`config.mk`:
```
export PLATFORM = sky130hd
export DESIGN_NAME = mem_access_unit
export DESIGN_NICKNAME = d
export VERILOG_FILES = /design/src/rtl/mem_access_unit.sv
export SDC_FILE = /design/constraint.sdc
export NUM_CORES = 1
export LEC_CHECK = 0
export ABC_AREA = 1
export BUFFER_PORTS_ARGS = -buffer_cell sky130_fd_sc_hd__buf_2
export CAP_MARGIN = 20
export CORE_MARGIN = 3
export CORE_UTILIZATION = 50
export DETAILED_ROUTE_END_ITERATION = 10
export PLACE_DENSITY = 0.9
export RECOVER_POWER = 50
export SKIP_LAST_GASP = 1
export SLEW_MARGIN = 20
export SYNTH_ARGS = -nofsm -noshare
export SYNTH_HDL_FRONTEND = slang
export SYNTH_SLANG_ARGS = --single-unit
```
`constraint.sdc`:
```
create_clock -name CLK -period 4.9 [get_ports CLK]
set_clock_uncertainty 0.15 [all_clocks]
set_input_delay 0.98 -clock CLK [delete_from_list [all_inputs] [get_ports CLK]]
set_output_delay 0.98 -clock CLK [all_outputs]
set_load 0.1 [all_outputs]
```
`src/rtl/mem_access_unit.sv`:
```
`default_nettype none
// ============================================================================
// Module      : mem_access_unit
// Description : MEM-stage load/store sequencer. Checks alignment and
//               legality, drives word-addressed memory strobes with byte
//               lanes, waits on a busy handshake with a timeout, and
//               returns sign/zero-extended load data.
// Revision    : 1.0 - initial release
// ============================================================================
module mem_access_unit #(
  parameter int TIMEOUT_CYCLES = 64
) (
  input  logic        CLK,
  input  logic        RESET,
  input  logic        REQ_READ,
  input  logic        REQ_WRITE,
  input  logic [2:0]  REQ_FUNCT3,
  input  logic [31:0] REQ_ADDR,
  input  logic [31:0] REQ_WDATA,
  output logic        STALL,
  output logic [31:0] RDATA,
  output logic        RVALID,
  output logic [1:0]  FAULT,
  output logic        MEM_READ,
  output logic        MEM_WRITE,
  output logic [31:0] MEM_ADDRESS,
  output logic [3:0]  MEM_BYTE_EN,
  output logic [31:0] MEM_DATA_OUT,
  input  logic [31:0] MEM_DATA_IN,
  input  logic        MEM_BUSYWAIT
);

  typedef enum logic [1:0] {
    S_IDLE   = 2'd0,
    S_ACCESS = 2'd1,
    S_DONE   = 2'd2
  } state_t;

  // Count value reached on the last busy edge that may still be tolerated.
  localparam logic [7:0] c_TO_LAST = 8'(TIMEOUT_CYCLES - 1);

  state_t      r_state;
  state_t      w_next;
  logic        w_stall;
  logic [7:0]  r_cnt;
  logic [2:0]  r_f3;
  logic [1:0]  r_alo;
  logic        r_load;
  logic [31:0] r_rdata;
  logic        r_rvalid;
  logic [1:0]  r_fault;
  logic        r_mem_read;
  logic        r_mem_write;
  logic [31:0] r_mem_addr;
  logic [3:0]  r_byte_en;
  logic [31:0] r_data_out;

  logic        w_req;
  logic        w_illegal;
  logic        w_misalign;
  logic        w_timeout;
  logic [3:0]  w_st_be;
  logic [31:0] w_st_data;
  logic [7:0]  w_byte;
  logic [15:0] w_half;
  logic [31:0] w_load;

  // Request decode: legality, alignment and timeout detection.
  always_comb begin
    w_req      = REQ_READ | REQ_WRITE;
    w_illegal  = (REQ_READ & REQ_WRITE)
               | (REQ_READ  & ((REQ_FUNCT3[1:0] == 2'b11) || (REQ_FUNCT3 == 3'b110)))
               | (REQ_WRITE & (REQ_FUNCT3[2] || (REQ_FUNCT3[1:0] == 2'b11)));
    w_misalign = ((REQ_FUNCT3[1:0] == 2'b01) && REQ_ADDR[0])
               | ((REQ_FUNCT3[1:0] == 2'b10) && (REQ_ADDR[1:0] != 2'b00));
    w_timeout  = MEM_BUSYWAIT && (r_cnt == c_TO_LAST);
  end

  // Store lane enables and lane-replicated store data.
  always_comb begin
    w_st_be   = 4'hF;
    w_st_data = REQ_WDATA;
    case (REQ_FUNCT3[1:0])
      2'b00: begin
        w_st_be   = 4'b0001 << REQ_ADDR[1:0];
        w_st_data = {4{REQ_WDATA[7:0]}};
      end
      2'b01: begin
        w_st_be   = REQ_ADDR[1] ? 4'b1100 : 4'b0011;
        w_st_data = {2{REQ_WDATA[15:0]}};
      end
      default: begin
        w_st_be   = 4'hF;
        w_st_data = REQ_WDATA;
      end
    endcase
  end

  // Load extraction and extension from the returned memory word.
  always_comb begin
    w_byte = MEM_DATA_IN[{r_alo, 3'b000} +: 8];
    w_half = r_alo[1] ? MEM_DATA_IN[31:16] : MEM_DATA_IN[15:0];
    case (r_f3[1:0])
      2'b00:   w_load = {{24{~r_f3[2] & w_byte[7]}}, w_byte};
      2'b01:   w_load = {{16{~r_f3[2] & w_half[15]}}, w_half};
      default: w_load = MEM_DATA_IN;
    endcase
  end

  // State register.
  always_ff @(posedge CLK or posedge RESET) begin
    if (RESET) r_state <= S_IDLE;
    else       r_state <= w_next;
  end

  // Next-state logic and the combinational pipeline stall.
  always_comb begin
    w_next  = r_state;
    w_stall = 1'b0;
    case (r_state)
      S_IDLE: begin
        w_stall = w_req;
        if (w_req) w_next = (w_illegal || w_misalign) ? S_DONE : S_ACCESS;
      end
      S_ACCESS: begin
        w_stall = 1'b1;
        if (!MEM_BUSYWAIT || w_timeout) w_next = S_DONE;
      end
      S_DONE:  w_next = S_IDLE;
      default: w_next = S_IDLE;
    endcase
  end

  // Request capture, memory strobes, busy counter and result registers.
  always_ff @(posedge CLK or posedge RESET) begin
    if (RESET) begin
      r_cnt       <= 8'd0;
      r_f3        <= 3'd0;
      r_alo       <= 2'd0;
      r_load      <= 1'b0;
      r_rdata     <= 32'd0;
      r_rvalid    <= 1'b0;
      r_fault     <= 2'b00;
      r_mem_read  <= 1'b0;
      r_mem_write <= 1'b0;
      r_mem_addr  <= 32'd0;
      r_byte_en   <= 4'd0;
      r_data_out  <= 32'd0;
    end else begin
      case (r_state)
        S_IDLE: begin
          if (w_req) begin
            r_f3   <= REQ_FUNCT3;
            r_alo  <= REQ_ADDR[1:0];
            r_load <= REQ_READ;
            if (w_illegal) begin
              r_fault <= 2'b10;
            end else if (w_misalign) begin
              r_fault <= 2'b01;
            end else begin
              r_mem_read  <= REQ_READ;
              r_mem_write <= REQ_WRITE;
              r_mem_addr  <= {REQ_ADDR[31:2], 2'b00};
              r_byte_en   <= REQ_READ ? 4'hF : w_st_be;
              r_data_out  <= REQ_READ ? 32'd0 : w_st_data;
              r_cnt       <= 8'd0;
            end
          end
        end
        S_ACCESS: begin
          if (!MEM_BUSYWAIT) begin
            r_mem_read  <= 1'b0;
            r_mem_write <= 1'b0;
            if (r_load) begin
              r_rdata  <= w_load;
              r_rvalid <= 1'b1;
            end
          end else if (w_timeout) begin
            r_mem_read  <= 1'b0;
            r_mem_write <= 1'b0;
            r_fault     <= 2'b11;
          end else begin
            r_cnt <= r_cnt + 8'd1;
          end
        end
        S_DONE: begin
          r_fault  <= 2'b00;
          r_rvalid <= 1'b0;
        end
        default: begin
          r_fault  <= 2'b00;
          r_rvalid <= 1'b0;
        end
      endcase
    end
  end

  assign STALL        = w_stall;
  assign RDATA        = r_rdata;
  assign RVALID       = r_rvalid;
  assign FAULT        = r_fault;
  assign MEM_READ     = r_mem_read;
  assign MEM_WRITE    = r_mem_write;
  assign MEM_ADDRESS  = r_mem_addr;
  assign MEM_BYTE_EN  = r_byte_en;
  assign MEM_DATA_OUT = r_data_out;

endmodule
`default_nettype wire

```
==> Word level (Yosys, flattened, before mapping) <==
Cells that the tools add are included.
{ "word_totals": {"reg_bits": 119, "inputBits": 104, "wordCells": 106} }
{ "op_classes": {"addsub": 1, "eq_ne": 18, "shift": 2, "mux": 37, "bitwise": 14, "reduce_logical": 21} }
{ "ops": {"columns": ["op", "n"], "rows": [
  ["$pmux 32 s2", 2],
  ["$mux 8", 5],
  ["$mux 32", 1],
  ["$shiftx 32x6->8", 1],
  ["$ne 2x2->1 const B", 9],
  ["$mux 16", 1],
  ["$mux 2", 8],
  ["$pmux 8 s2", 1],
  ["$mux 1", 10],
  ["$add 8x1->8 const B", 1],
  ["$eq 8x6->1 const B", 1],
  ["$mux 4", 2],
  ["$pmux 1 s2", 4],
  ["$pmux 2 s2", 2],
  ["$pmux 4 s2", 1],
  ["$reduce_and 4->1", 2],
  ["$eq 2x1->1 const B", 3],
  ["$logic_not 2->1", 3],
  ["$ne 3x3->1 const B", 2],
  ["$reduce_and 3->1", 2],
  ["$reduce_and 6->1", 1],
  ["$and 1x1->1", 5],
  ["$not 1->1", 5],
  ["$reduce_and 5->1", 1],
  ["other kinds (9)", 20]
]} }

==> Depth between registers and ports, before layout <==
{ "depth": {"word_depth": 9, "mapped_depth": 10, "ltp_nobuf": 10} }

==> Least setup slack after synthesis <==
Ideal clock, no wire load.
{ "synth_timing": {"path_type": "input to output", "from": "input REQ_READ", "to": "output STALL", "t_arrival_ps": 1801, "required_ps": 3770, "path_slack_ps": 1969, "cell_stages": 4, "cell_sequence": "nor2_1 > nor2_1 > nor2_1 > inv_1"} }
{ "synth_between": {"elab_chain_len": 2} }
{ "synth_lines": {"columns": ["element", "line_no", "source"], "rows": [
  ["start: declaration", "15", "input logic REQ_READ,"],
  ["$or 1x1->1", "70", "w_req = REQ_READ | REQ_WRITE;"],
  ["$pmux 1 s2", "120", "case (r_state)"],
  ["end: declaration", "20", "output logic STALL,"]
]} }
Every way passes these cells.

==> Worst setup path after layout <==
{ "layout_timing": {"from": "input REQ_READ", "to": "register r_mem_addr[7], in the netlist MEM_ADDRESS[7]"} }
{ "layout_between": {"elab_chain_len": 5} }
{ "layout_lines": {"columns": ["element", "line_no", "source"], "rows": [
  ["$and 1x1->1, on equally long branches", "71, 72", null],
  ["$or 1x1->1", "72", "| (REQ_READ & ((REQ_FUNCT3[1:0] == 2'b11) || (REQ_FUNCT3 == 3'b110)))"],
  ["$or 1x1->1", "73", "| (REQ_WRITE & (REQ_FUNCT3[2] || (REQ_FUNCT3[1:0] == 2'b11)));"],
  ["$not 1->1 (no source line)", null, null],
  ["$reduce_and 4->1 (no source line) (*)", null, null],
  ["end signal: assignment", "163", "r_mem_addr <= {REQ_ADDR[31:2], 2'b00};"],
  ["end: declaration", "54", "logic [31:0] r_mem_addr;"]
]} }
Every way passes the cells marked *; elsewhere a longest branch is shown, timed or not.
A chain may end at the register's enable or synchronous reset.

==> impl_metrics.ini <==
[outcome]
status = finished clean

[sta]
max_slew_margin = 0.187
worst_pin_slew_ns = 1.22
setup_viol = 0
hold_viol_final = 0
rsz0062_at_grt = no
max_freq_mhz = 274
fin_tns_setup_ns = 0
finalCritPeriodShare = 0.744
drv_slew = 0
fin_crit_ns = 3.64

[logic_synthesis]
ys_seq_elements = 119
syn_area_sq_mm = 0.00576
ys.flop_type = dfrtp_1
avgSynthCellArea_sq_um = 7.53
synthCells = 766
ys_warn_count = 0
async_flop_share = 1.00
ys_types = 31
yosysSeqAreaShare = 0.517
synth_edf_count = 0

[clock_tree]
path_clk_slew_ns = 0.05
cts.path.max_buffers = 2
cts_hold_buf = 0
clock_latency_ns = 0.41
cts-resized-gates = 0
cts_buffers = 17
cts_num_sinks = 119
post_cts_buffers = 0
cts_max_level = 4
cts_tree = done
cts-root-buf = clkbuf_16

[setup_path]
arrival_ns = 3.84
worstRegToRegCells = 7
crit_path_end_kind = register
start_kind = primary input
r2r_slack_ns = 1.48
path_max_fanout = 54
r2r-start = r_state[1]
critPathKind = in -> reg
worst_ep_required_time_ns = 5.09
worstReg2RegEnd = MEM_ADDRESS[7]

[layout]
finish.utilization = 0.672
layout.cells.non_filler = 1114
drive_gt1_frac = 0.218
final_nets = 1066
antenna-diode-count = 0
syn_to_final_growth_pct = 28.6

[die]
floorplan.initialDensity = 0.523
dieHeight_um = 113
die_area_sq_mm = 0.0129
die_x_um = 113
coreArea_sq_mm = 0.0110
rows = 38
ios = 210

[worst_hold_path]
hold_start = MEM_ADDRESS[4]
whs_path_depth = 2
hold_path.class = reg -> reg
holdPathEnd = MEM_ADDRESS[4]

[grt]
grt_remaining_overflow = 0
antenna_found_initial = 0
grt_start_max_net_pins = 82
grt_pass1_wl_mm = 26.2
grt_use_total = 0.253
first_global_vias = 5522

[run]
max_cap_viol_count = 0

[routing]
wl_per_cell_um = 14.8
postRouteAntennaNets = 0
drt_wl_total_mm = 16.5
drt-vias-per-instance = 5.20
drtIter0Drc = 645
dr.pass1.iters = 5
drc = 0
vias = 5793

[placement]
dp_hpwl_mm = 11.6
port_buffers = 207
numPlacedInstances = 1081
place_congestion = 0.920
-- critical path, stage by stage --
cell and delay [ns]:
clkbuf_1 0.10, inv_1 0.52, nand2_1 0.10, nand2_1 0.09, nand2_1 0.07, nand2_1 0.12
nand3_1 0.62, inv_2 0.93, nand2_1 0.14, nand2_1 0.12
-- worst max-delay path by stage --
stage	to	cells after the start	from	slack [ns]
after floorplan	FAULT[0]	1	RESET	0.61
after global placement	MEM_DATA_OUT[12]	7	REQ_FUNCT3[1]	1.68
after global routing	MEM_ADDRESS[7]	10	REQ_READ	0.92
after detailed placement	MEM_ADDRESS[20]	7	REQ_READ	1.65
after CTS	STALL	6	REQ_READ	1.83
final	MEM_ADDRESS[7]	10	REQ_READ	1.26
-- cell families (layout without fill, tap and decap cells) --
family,after synthesis,in the layout,synth area share
and+or+nand+nor,427,427,0.294
xor gates and xnor gates,1,1,0.00152
DFF,119,119,0.517
buffers and inverters,88,295,0.0682
AOI/OAI and AO/OA,129,129,0.117
other,1,2,0.000651
adders and majority gates,1,1,0.00217
-- cell usage after synthesis (2+ instances only) --
library cell | number | share of area
nor3_1 | 3 | 0.0026
nor2_1 | 56 | 0.036
buf_4 | 5 | 0.0065
o21ai_0 | 43 | 0.037
nand4_1 | 3 | 0.0033
inv_2 | 2 | 0.0013
dfrtp_1 | 119 | 0.52
o22ai_1 | 9 | 0.0098
clkbuf_1 | 12 | 0.0078
inv_1 | 46 | 0.030
o21ai_1 | 4 | 0.0035
nand3_2 | 2 | 0.0035
clkinv_1 | 3 | 0.0020
nand3_1 | 25 | 0.022
buf_6 | 3 | 0.0059
a21oi_1 | 70 | 0.061
buf_2 | 16 | 0.014
nand2_1 | 332 | 0.22
-- layout by cell type (no fill, tap or decap), types with 9 or more instances in the layout --
cell type	count
nand2_1	332
buf_2	169
dfrtp_1	119
a21oi_1	70
nor2_1	57
inv_1	46
o21ai_0	43
clkbuf_1	39
nand3_1	26
clkbuf_16	17
o22ai_1	9
-- final cells by class --
cell class,instances,area (sq um)
Inverter,51,193
Fill cell,927,3620
Multi-Input combinational cell,560,2380
Clock inverter,11,170
Sequential cell,119,2980
Tap cell,140,175
Timing Repair Buffer,212,1050
Clock buffer,21,470
-- routing by layer --
layer / vias up / part of all wire / global-route usage
met5: - / 0 / 0
met4: 0 / 0.015 / 0.0809
met3: 25 / 0.087 / 0.0615
met2: 279 / 0.49 / 0.419
met1: 2678 / 0.41 / 0.329
li1: 2811 / - / -
-- sequential cells by signal (all words and copies together) (netlist names), 2 cells and up --
signal and count:
MEM_ADDRESS 30, r_f3 3, MEM_DATA_OUT 32, FAULT 2, MEM_BYTE_EN 4, r_cnt 8
r_state 2, r_alo 2, RDATA 32
-- stage by stage --
step                      hold WS [ns]  area [sq um]  setup WS (ns)
after floorplan                  0.322          5770          0.613
after global placement           0.305          6810           1.68
after detailed placement         0.310          6810           1.65
after CTS                        0.325          7450           1.83
after global routing             0.352          7410          0.917
final                            0.326          7410           1.26
Power is not shown: default switching activity piles up to over one toggle a cycle in this logic, so the estimate is an artifact.
